### src/rtl/ucsbece154a_uart_tx.sv
// Memory-mapped 8N1 UART transmitter: bus writes fill a small TX FIFO that a
// serializer FSM drains LSB-first onto tx_o; STATUS exposes level/busy/overflow.
module ucsbece154a_uart_tx #(
    parameter logic [31:0] BASE_ADDR    = 32'h2000_0000,
    parameter int          CLKS_PER_BIT = 16,
    parameter int          FIFO_DEPTH   = 4
) (
    input  logic        clk,
    input  logic        reset,
    input  logic [31:0] a_i,
    input  logic [31:0] wd_i,
    input  logic        we_i,
    output logic [31:0] rd_o,
    output logic        tx_o
);

    localparam int PW = $clog2(FIFO_DEPTH);
    localparam int CW = PW + 1;
    localparam int BW = $clog2(CLKS_PER_BIT);
    localparam logic [BW-1:0] BAUD_MAX = BW'(CLKS_PER_BIT - 1);
    localparam logic [CW-1:0] FULL_CNT = CW'(FIFO_DEPTH);

    typedef enum logic [1:0] {
        IDLE,
        START,
        DATA,
        STOP
    } state_t;

    typedef struct packed {
        logic [CW-1:0] count;
        logic          ovf;
        logic          busy;
        logic          empty;
        logic          full;
    } status_t;

    state_t        state;
    logic [7:0]    shift;
    logic [BW-1:0] baud;
    logic [2:0]    bit_idx;

    logic [7:0]    mem [FIFO_DEPTH];
    logic [PW-1:0] wr_ptr;
    logic [PW-1:0] rd_ptr;
    logic [CW-1:0] count;
    logic          ovf;

    logic    sel;
    logic    wr_data;
    logic    wr_stat;
    logic    empty;
    logic    full;
    logic    baud_end;
    logic    pop;
    logic    push;
    logic    ovf_set;
    logic    ovf_clr;
    logic [7:0] head;
    status_t status;
    logic    unused_bits;

    // ------------------------------------------------------------------
    // Bus decode
    // ------------------------------------------------------------------
    assign sel     = (a_i[31:4] == BASE_ADDR[31:4]);
    assign wr_data = sel && we_i && (a_i[3:2] == 2'd0);
    assign wr_stat = sel && we_i && (a_i[3:2] == 2'd1);

    assign empty    = (count == '0);
    assign full     = (count == FULL_CNT);
    assign baud_end = (baud == '0);
    assign head     = mem[rd_ptr];

    // The FSM pops either from IDLE or at the end of a stop bit, so frames chain.
    assign pop     = !empty && ((state == IDLE) || ((state == STOP) && baud_end));
    assign push    = wr_data && (!full || pop);
    assign ovf_set = wr_data && full && !pop;
    assign ovf_clr = wr_stat && wd_i[3];

    assign unused_bits = ^{a_i[1:0], wd_i[31:8]};

    // ------------------------------------------------------------------
    // FIFO
    // ------------------------------------------------------------------
    always_ff @(posedge clk) begin
        if (push)
            mem[wr_ptr] <= wd_i[7:0];
    end

    always_ff @(posedge clk or negedge reset) begin
        if (!reset) begin
            wr_ptr <= '0;
            rd_ptr <= '0;
            count  <= '0;
            ovf    <= 1'b0;
        end else begin
            if (push)
                wr_ptr <= wr_ptr + 1'b1;
            if (pop)
                rd_ptr <= rd_ptr + 1'b1;
            case ({push, pop})
                2'b10:   count <= count + 1'b1;
                2'b01:   count <= count - 1'b1;
                default: count <= count;
            endcase
            // Overflow set takes priority over a software clear.
            if (ovf_set)
                ovf <= 1'b1;
            else if (ovf_clr)
                ovf <= 1'b0;
        end
    end

    // ------------------------------------------------------------------
    // Serializer
    // ------------------------------------------------------------------
    always_ff @(posedge clk or negedge reset) begin
        if (!reset) begin
            state   <= IDLE;
            shift   <= '0;
            baud    <= '0;
            bit_idx <= '0;
            tx_o    <= 1'b1;
        end else begin
            case (state)
                IDLE: begin
                    tx_o <= 1'b1;
                    if (!empty) begin
                        shift <= head;
                        baud  <= BAUD_MAX;
                        state <= START;
                        tx_o  <= 1'b0;
                    end
                end
                START: begin
                    if (baud_end) begin
                        baud    <= BAUD_MAX;
                        bit_idx <= '0;
                        state   <= DATA;
                        tx_o    <= shift[0];
                    end else begin
                        baud <= baud - 1'b1;
                    end
                end
                DATA: begin
                    if (baud_end) begin
                        baud  <= BAUD_MAX;
                        shift <= {1'b0, shift[7:1]};
                        if (bit_idx == 3'd7) begin
                            state <= STOP;
                            tx_o  <= 1'b1;
                        end else begin
                            bit_idx <= bit_idx + 1'b1;
                            tx_o    <= shift[1];
                        end
                    end else begin
                        baud <= baud - 1'b1;
                    end
                end
                STOP: begin
                    if (baud_end) begin
                        if (!empty) begin
                            shift <= head;
                            baud  <= BAUD_MAX;
                            state <= START;
                            tx_o  <= 1'b0;
                        end else begin
                            state <= IDLE;
                            tx_o  <= 1'b1;
                        end
                    end else begin
                        baud <= baud - 1'b1;
                    end
                end
                default: begin
                    state <= IDLE;
                    tx_o  <= 1'b1;
                end
            endcase
        end
    end

    // ------------------------------------------------------------------
    // Read path (combinational, zero latency)
    // ------------------------------------------------------------------
    always_comb begin
        status.count = count;
        status.ovf   = ovf;
        status.busy  = (state != IDLE);
        status.empty = empty;
        status.full  = full;
    end

    always_comb begin
        rd_o = '0;
        if (sel && (a_i[3:2] == 2'd1))
            rd_o[CW+3:0] = status;
    end

endmodule

### config.mk
export PLATFORM = sky130hd
export DESIGN_NAME = ucsbece154a_uart_tx
export DESIGN_NICKNAME = d
export VERILOG_FILES = /design/src/rtl/ucsbece154a_uart_tx.sv
export SDC_FILE = /design/constraint.sdc
export NUM_CORES = 1
export LEC_CHECK = 0
export CORE_MARGIN = 2
export CORE_UTILIZATION = 35
export CTS_CLUSTER_SIZE = 10
export DETAILED_ROUTE_END_ITERATION = 6
export PLACE_DENSITY = 0.72
export RECOVER_POWER = 100
export SETUP_SLACK_MARGIN = 0.15
export SYNTH_ARGS = -nofsm -noshare
export SYNTH_HDL_FRONTEND = slang
export SYNTH_SLANG_ARGS = --single-unit
### constraint.sdc
create_clock -name clk -period 4.2 [get_ports clk]
set_clock_uncertainty 0.2 [all_clocks]
set_input_delay 0.84 -clock clk [delete_from_list [all_inputs] [get_ports clk]]
set_output_delay 0.84 -clock clk [all_outputs]
set_load 0.05 [all_outputs]
### Word level (Yosys, flattened, before mapping)

Memory sizes are Yosys's and may differ from the RTL's.
Cells that the tools add are included.

| cells by class | value |
|---|---|
| $add $sub $neg | 6 |
| reduce and logical (&&, ||, !) cells | 29 |
| multiplexer cells | 31 |
| eq/ne operators | 15 |

Operators by type and width:

| operator | number |
|---|---|
| == test 28 x 26 -> 1 bit, second input constant | 1 |
| two-way mux 8 bit | 3 |
| one-hot mux 8 bit (3 select lines) | 1 |
| two-way mux 4 bit | 3 |
| inequality test 2 bit, second input constant | 6 |
| one-hot mux 3 bit (2 select lines) | 2 |
| one-hot mux 4 bit (3 select lines) | 1 |
| logical AND 1 bit | 10 |
| two-way mux 1 bit | 10 |
| two-way mux 2 bit | 5 |
| two-way mux 3 bit | 3 |
| one-hot mux 2 bit (4 select lines) | 1 |
| nonzero test 2 bit | 4 |
| two-way mux 7 bit | 1 |
| adder 3 x 1 -> 3 bit, second input constant | 2 |
| == test 2 x 1 -> 1 bit, second input constant | 3 |
| == test 2 bit, second input constant | 3 |
| == test 3 bit, second input constant | 2 |
| AND reduction 3 bit | 2 |
| AND reduction 5 bit | 1 |
| adder 2 x 1 -> 2 bit, second input constant | 2 |
| logical NOT 2 bit | 2 |
| logical NOT 4 bit | 1 |
| one-hot mux 1 bit (4 select lines) | 1 |
| 8 further kinds | 11 |

| storage, ports and cells | value |
|---|---|
| input bits | 67 |
| memories kept | 1 |
| register bits | 26 |
| memory bits (writable) | 32 |
| word-level logic and storage cells | 91 |

Memories:

| memory | depth | width | rd ports | clocked after memory_dff | wr ports | RTL line | text |
|---|---|---|---|---|---|---|---|
| mem | 4 | 8 | 1 | 0 | 1 | 43 | `logic [7:0] mem [FIFO_DEPTH];` |

### Logic depth before layout (Yosys ltp)

Gate-level depths: netlist (run 1).

| depth | value |
|---|---|
| word-level depth | 8 |
| mapped depth | 12 |
| gate-level depth less buffers | 12 |

### Worst setup path before layout (run 1)

OpenSTA, ideal clock, no wires.

| timing | value |
|---|---|
| path kind | input port to output port |
| start point | in a_i[20] |
| end point | out rd_o[0] |
| setup slack | 692 ps |
| cell stages on the path | 4 |
| data arrival time | 2,468 ps |
| required time | 3,160 ps |
| buffers on the path | 0 |
| cell sequence | nor4_1 nand4_1 or3_1 nor2_1 |

| on the way | value |
|---|---|
| word-level cells in the longest chain between the ends | 3 |

RTL lines:

| element | RTL line | text |
|---|---|---|
| start, declared | 10 | `input logic [31:0] a_i,` |
| == test 28 x 26 -> 1 bit | 66 | `assign sel = (a_i[31:4] == BASE_ADDR[31:4]);` |
| logical AND 1 bit | 197 | `if (sel && (a_i[3:2] == 2'd1))` |
| two-way mux 7 bit | 197 |  |
| end, declared | 13 | `output logic [31:0] rd_o,` |

Every way passes these cells.

### Final worst setup path (run 1)

| timing | value |
|---|---|
| start point | in a_i[4] |
| end point | out rd_o[6] |

Same word-level chain as after synthesis.

==> flow_metrics.env, run 1 <==
export IMPL_swShare=0.258
export IMPL_antenna_found_initial=0
export IMPL_die_area_sq_um=9500
export IMPL_maxCapViolCount=0
export IMPL_combPwrFrac=0.118
export IMPL_synthFlopType="edfxtp_1"
export IMPL_ant_nets=0
export IMPL_viasPerCell=4.83
export IMPL_post_route_period_util=0.896
export IMPL_hold_viol=0
export IMPL_r2r_start="baud[0]$_DFF_PN0_"
export IMPL_routed_wl_mm=5.34
export IMPL_firstDrtPassIters=4
export IMPL_crit_required_ps=3160
export IMPL_io_pins=100
export IMPL_holdWs_ps=311
export IMPL_nNetsFinal=381
export IMPL_final_cell_mix="edfxtp_1 (32), clkdlybuf4s50_1 (30), conb_1 (25), dfrtp_1 (25), nor2_1 (19)"
export IMPL_dieHeight_microns=97.5
export IMPL_initial_core_util=0.356
export IMPL_num_fill_cells=787
export IMPL_grt_use_met2=0.204
export IMPL_synth_area_sq_um=3060
export IMPL_fmax_mhz=266
export IMPL_grt_max_degree=27
export IMPL_ctsResizeCount=0
export IMPL_cts_sinks=58
export IMPL_clockRootBuffer="clkbuf_8"
export IMPL_async_reset_ff_frac=0.448
export IMPL_area_growth_pct=24.3
export IMPL_start_kind="input pin"
export IMPL_synth_seq_cells=58
export IMPL_seq_area_frac_synth=0.527
export IMPL_clk_path_buf_depth=2
export IMPL_grt_use_met3=0.0432
export IMPL_vdd_drop_max_mv=0.287
export IMPL_crit_fanout=2
export IMPL_cts_tree="done"
export IMPL_grt_pass1_wl_mm=9.18
export IMPL_htree_num_levels=3
export IMPL_pwr_share_clk=0.403
export IMPL_p_seq_frac=0.479
export IMPL_grtUsageTotal=0.122
export IMPL_cp_slowest_cell="dlygate4sd3_1"
export IMPL_tns_ps=0
export IMPL_drt_iter0_drc=40
export IMPL_leakagePower_uw=0.00143
export IMPL_routabilityCongestion=0.790
export IMPL_final_common_cell="edfxtp_1"
export IMPL_syn_area_per_cell_sq_um=12.5
export IMPL_syn_inst=245
export IMPL_synth_edf_count=32
export IMPL_ys_types=52
export IMPL_clkLatencyLatePin_ps=340
export IMPL_path_cells="dlygate4sd3_1, nor4_1, nand3_1, nor3_1, and2_2, clkbuf_1"
export IMPL_vias=1985
export IMPL_numCtsBuffers=9
export IMPL_wire_per_inst_microns=13.0
export IMPL_worstHoldPathType="reg -> reg"
export IMPL_rsz0062_at_grt="no"
export IMPL_n_antenna_cell=0
export IMPL_dp_cells=395
export IMPL_critPathMaxStageDelay_ps=540
export IMPL_drive_above_1_share=0.135
export IMPL_ys_warnings_count=0
export IMPL_core_area_sq_um=8590
export IMPL_cp_startpoint="a_i[4]"
export IMPL_period_needed_ps=3760
export IMPL_power_switching_uw=332
export IMPL_finalSetupViolations=0
export IMPL_clk_pin_slew_ps=70
export IMPL_slew_headroom=0.0263
export IMPL_slew_viol_final=0
export IMPL_status="completed"
export IMPL_worst_pin_slew_ps=1460
export IMPL_arrival_ps=2720
export IMPL_path_buf_inv=2
export IMPL_overflow=0
export IMPL_grt_pass1_vias=1948
export IMPL_rows=34
export IMPL_gr_max_usage_layer="met2"
export IMPL_cellPowerDensity_nw_per_um2=338
export IMPL_post_cts_setup_buffers=0
export IMPL_cp_top_family="buffers and inverters"
export IMPL_worstSetupEndpointType="output pin"
export IMPL_worstHoldStart="tx_o$_DFFE_PN1P_"
export IMPL_portBuffers=48
export IMPL_remaining_drc_errors=0
export IMPL_met1_usage=0.146
export IMPL_stdcell_count=411
export IMPL_cts_hold_buf=0
export IMPL_crit_type="in -> out"
export IMPL_die_width_microns=97.5
export IMPL_internal_power_uw=954
export IMPL_dp_hpwl_mm=3.93
-- flip-flops by register name (all words and copies together) (netlist names) --
signal   flops
shift        8
baud         4
mem         32
state        2
wr_ptr       2
tx_o         1
ovf          1
count        3
bit_idx      3
rd_ptr       2
-- power groups by stage --
stage / clock network, uW / registers [uW] / logic (uW)
final: 518 / 617 / 151
after global routing: 555 / 618 / 163
after CTS: 533 / 617 / 155
after detailed placement: 0 / 628 / 154
after global placement: 0 / 628 / 152
after floorplan: 0 / 629 / 113
-- cells in the mapped netlist, types with 2 or more instances --
master / number / area share
buf_4: 25 / 0.061
o22a_1: 3 / 0.0086
xnor2_1: 3 / 0.0086
nand3_1: 2 / 0.0033
nor3_1: 5 / 0.0082
nand2_1: 8 / 0.0098
clkbuf_1: 3 / 0.0037
a21oi_1: 12 / 0.020
nor4_1: 6 / 0.012
o31ai_1: 2 / 0.0049
inv_1: 13 / 0.016
mux2i_1: 7 / 0.023
and2_1: 5 / 0.010
mux2_2: 2 / 0.0074
ha_1: 15 / 0.061
nand4_1: 2 / 0.0041
o21ai_0: 11 / 0.018
a22o_1: 3 / 0.0086
xor2_1: 3 / 0.0086
mux4_2: 8 / 0.059
edfxtp_1: 32 / 0.31
nor3b_1: 2 / 0.0049
dfrtp_1: 25 / 0.20
nor2_1: 19 / 0.023
a21o_1: 2 / 0.0049
-- per-stage QoR --
stage	power, uW	area [sq um]	util	setup WS, ps
floorplan	742	3150	-	692
global placement	780	3620	0.422	477
detailed placement	783	3620	0.422	456
CTS	1300	3830	0.445	456
global route	1340	3800	0.442	211
finish	1290	3800	0.442	435
-- layout make-up --
cell class	instances	area (sq um)	area share
Multi-Input combinational cell	167	1260	0.332
Tap cell	108	135	0.0355
Clock buffer	10	138	0.0362
Inverter	13	48.8	0.0128
Sequential cell	58	1610	0.424
Timing Repair Buffer	49	538	0.142
Clock inverter	6	66.3	0.0174
-- worst reg2reg max path, cell delays in order, from the launching register on --
cell,delay [ps]
dfrtp_1,420
inv_1,100
ha_1,200
nor3b_1,720
o221ai_1,340
a2111oi_0,480
a21oi_1,80
-- cell families after synthesis --
kind of cell / after synthesis / synth area share
simple gates: 61 / 0.118
flops: 58 / 0.527
buf+inv: 44 / 0.0876
compound gates: 42 / 0.0912
mux: 17 / 0.0892
fa+ha+maj: 16 / 0.0679
xor+xnor: 6 / 0.0172
other cells: 1 / 0.00123
-- path summary, 6_finish.rpt --
kind | slack, ps | to | depth (start not counted)
worst max-delay path | 440 | rd_o[6] | 6
worst min-delay path | 310 | tx_o$_DFFE_PN1P_ | 1
worst max register to register | 1530 | state[0]$_DFFE_PN0P_ | 6
worst min register to register | 310 | tx_o$_DFFE_PN1P_ | 1
max in group asynchronous | 1770 | ovf$_DFFE_PN0P_ | 2
min in group asynchronous | 1180 | baud[3]$_DFF_PN0_ | 2
-- per-layer routing --
metal,wire length (microns),share of wire
met1,2230,0.42
met2,2660,0.50
met3,399,0.075
met4,45,0.0084
met5,0,0
Power figures use the tool's default switching activity.
==> run 2: changes to the inputs <==
--- a/config.mk
+++ b/config.mk
@@ -9,7 +9,6 @@
 export CORE_UTILIZATION = 35
 export CTS_CLUSTER_SIZE = 10
 export DETAILED_ROUTE_END_ITERATION = 6
-export PLACE_DENSITY = 0.72
 export RECOVER_POWER = 100
 export SETUP_SLACK_MARGIN = 0.15
 export SYNTH_ARGS = -nofsm -noshare
==> constraint.sdc (replaced) <==
create_clock -name clk -period 4.2 [get_ports clk]
set_clock_uncertainty 0.2 [all_clocks]
set_input_delay 0.84 -clock clk [delete_from_list [all_inputs] [get_ports clk]]
set_output_delay 0.84 -clock clk [all_outputs]
set_load 0.01 [all_outputs]
==> flow_metrics.env, run 2 (same netlist as run 1, synthesis figures left out) <==
export IMPL_status="completed"
export IMPL_antenna_found_initial=0
export IMPL_num_fill_cells=805
export IMPL_vias=1956
export IMPL_slew_headroom=0.0141
export IMPL_worstHoldStart="tx_o$_DFFE_PN1P_"
export IMPL_period_needed_ps=3940
export IMPL_routed_wl_mm=5.39
export IMPL_grtUsageTotal=0.118
export IMPL_ant_nets=0
export IMPL_final_common_cell="edfxtp_1"
export IMPL_routabilityCongestion=0.744
export IMPL_maxCapViolCount=0
export IMPL_whs_endpoint="tx_o$_DFFE_PN1P_"
export IMPL_grt_pass1_vias=1917
export IMPL_hold_viol=0
export IMPL_seq_area_sq_um=1610
export IMPL_grt_max_degree=27
export IMPL_arrival_ps=2900
export IMPL_clk_path_buf_depth=2
export IMPL_dp_hpwl_mm=3.88
export IMPL_drt_iter0_drc=32
export IMPL_n_antenna_cell=0
export IMPL_overflow=0
export IMPL_clkLatencyLatePin_ps=330
export IMPL_cts_sinks=58
export IMPL_min_path_cells=1
export IMPL_cellPowerDensity_nw_per_um2=342
export IMPL_remaining_drc_errors=0
export IMPL_clockRootBuffer="clkbuf_8"
export IMPL_cts_tree="done"
export IMPL_rows=34
export IMPL_numCtsBuffers=9
export IMPL_viasPerCell=4.75
export IMPL_nNetsFinal=382
export IMPL_die_area_sq_um=9500
export IMPL_cts_hold_buf=0
export IMPL_finalPower_uw=1280
export IMPL_reg2reg_to="count[1]$_DFFE_PN0P_"
export IMPL_grt_pass1_wl_mm=8.85
export IMPL_fmax_mhz=254
export IMPL_ctsResizeCount=0
export IMPL_dieHeight_microns=97.5
export IMPL_worstSetupEndpointType="output pin"
export IMPL_leakagePower_uw=0.00144
export IMPL_htree_num_levels=3
export IMPL_rsz0062_at_grt="no"
export IMPL_initial_core_util=0.356
export IMPL_regMostFlops="mem"
export IMPL_reg2reg_slack_ps=1030
export IMPL_start_kind="input pin"
export IMPL_area_growth_pct=22.7
export IMPL_largest_reg_flops=32
export IMPL_worstHoldPathType="reg -> reg"
export IMPL_wire_per_inst_microns=13.1
export IMPL_post_cts_setup_buffers=0
export IMPL_worst_pin_slew_ps=1480
export IMPL_slew_viol_final=0
export IMPL_post_route_period_util=0.937
export IMPL_crit_fanout=5
export IMPL_drive_above_1_share=0.109
export IMPL_firstDrtPassIters=4
export IMPL_vdd_drop_max_mv=0.227
export IMPL_multi_input_area_sq_um=1250
export IMPL_crit_required_ps=3160
export IMPL_die_width_microns=97.5
export IMPL_portBuffers=48
export IMPL_core_area_sq_um=8590
export IMPL_fin_util=0.437
export IMPL_clk_pin_slew_ps=70
export IMPL_rr_worst_depth=9
export IMPL_final_cell_mix="edfxtp_1 (32), clkdlybuf4s50_1 (31), conb_1 (25), dfrtp_1 (25), nor2_1 (19)"
export IMPL_io_pins=100
export IMPL_largestRegisters="mem: 32 flops, shift: 8 flops, baud: 4 flops"
export IMPL_finalSetupViolations=0
export IMPL_r2r_start="state[1]$_DFFE_PN0P_"
export IMPL_tns_ps=0
export IMPL_crit_type="in -> out"
==> run 2: cell types whose count changed in the layout (fill, tap and decap cells not counted), sizes merged <==
cell,previous run,this run
dlygate4sd3,11,17
clkdlybuf4s50,30,31
clkbuf,12,10
bufinv,1,2
clkinv,2,1
clkinvlp,3,4
buf,6,1
==> run 2: how the worst max path moves through the flow <==
| stage | from | endpoint | slack [ps] | cells past startpoint |
|---|---|---|---|---|
| floorplan | a_i[20] | rd_o[0] | 1180 | 4 |
| global placement | a_i[4] | rd_o[4] | 310 | 6 |
| detailed placement | a_i[12] | rd_o[5] | 310 | 6 |
| CTS | a_i[12] | rd_o[5] | 300 | 6 |
| global route | a_i[4] | rd_o[0] | 110 | 6 |
| finish | a_i[4] | rd_o[5] | 260 | 6 |
==> run 2: layout make-up <==
class                   instances  area share
flip-flops and latches         58       0.430
multi-input cells             167       0.332
repair buffers                 50       0.131
well taps                     108      0.0360
clock buffers                   9      0.0330
clock inverters                 7      0.0250
inverters                      13      0.0130
==> run 2: metrics by stage <==
step                      instance area (sq um)  setup slack [ps]  cells  hold slack [ps]
after CTS                                  3780               296    412              320
after floorplan                            3150              1180    269              281
final                                      3750               263    412              319
after detailed placement                   3560               306    396              308
after global placement                     3560               307    396              307
after global routing                       3750               112    412              329
==> run 2: power breakdown <==
part / total, uW / leakage [uW] / internal, uW / switching [uW]
combinational: 110 / 0.000700 / 55.6 / 54.2
clock: 557 / 0.0000951 / 331 / 226
sequential: 617 / 0.000642 / 610 / 7.30
total: 1280 / 0.00144 / 997 / 288
==> run 2: metal layers <==
metal | vias up | global-route usage | part of all wire
li1 | 953 | - | -
met1 | 939 | 0.141 | 0.44
met2 | 57 | 0.199 | 0.50
met3 | 7 | 0.0295 | 0.047
met4 | 0 | 0.0577 | 0.016
met5 | - | 0 | 0
==> run 2: critical path, cell delays in order <==
cell             delay (ps)
clkdlybuf4s50_1         390
nor4_1                  380
nand3_1                 150
or3_1                   410
nor2_1                  120
dlygate4sd3_1           610
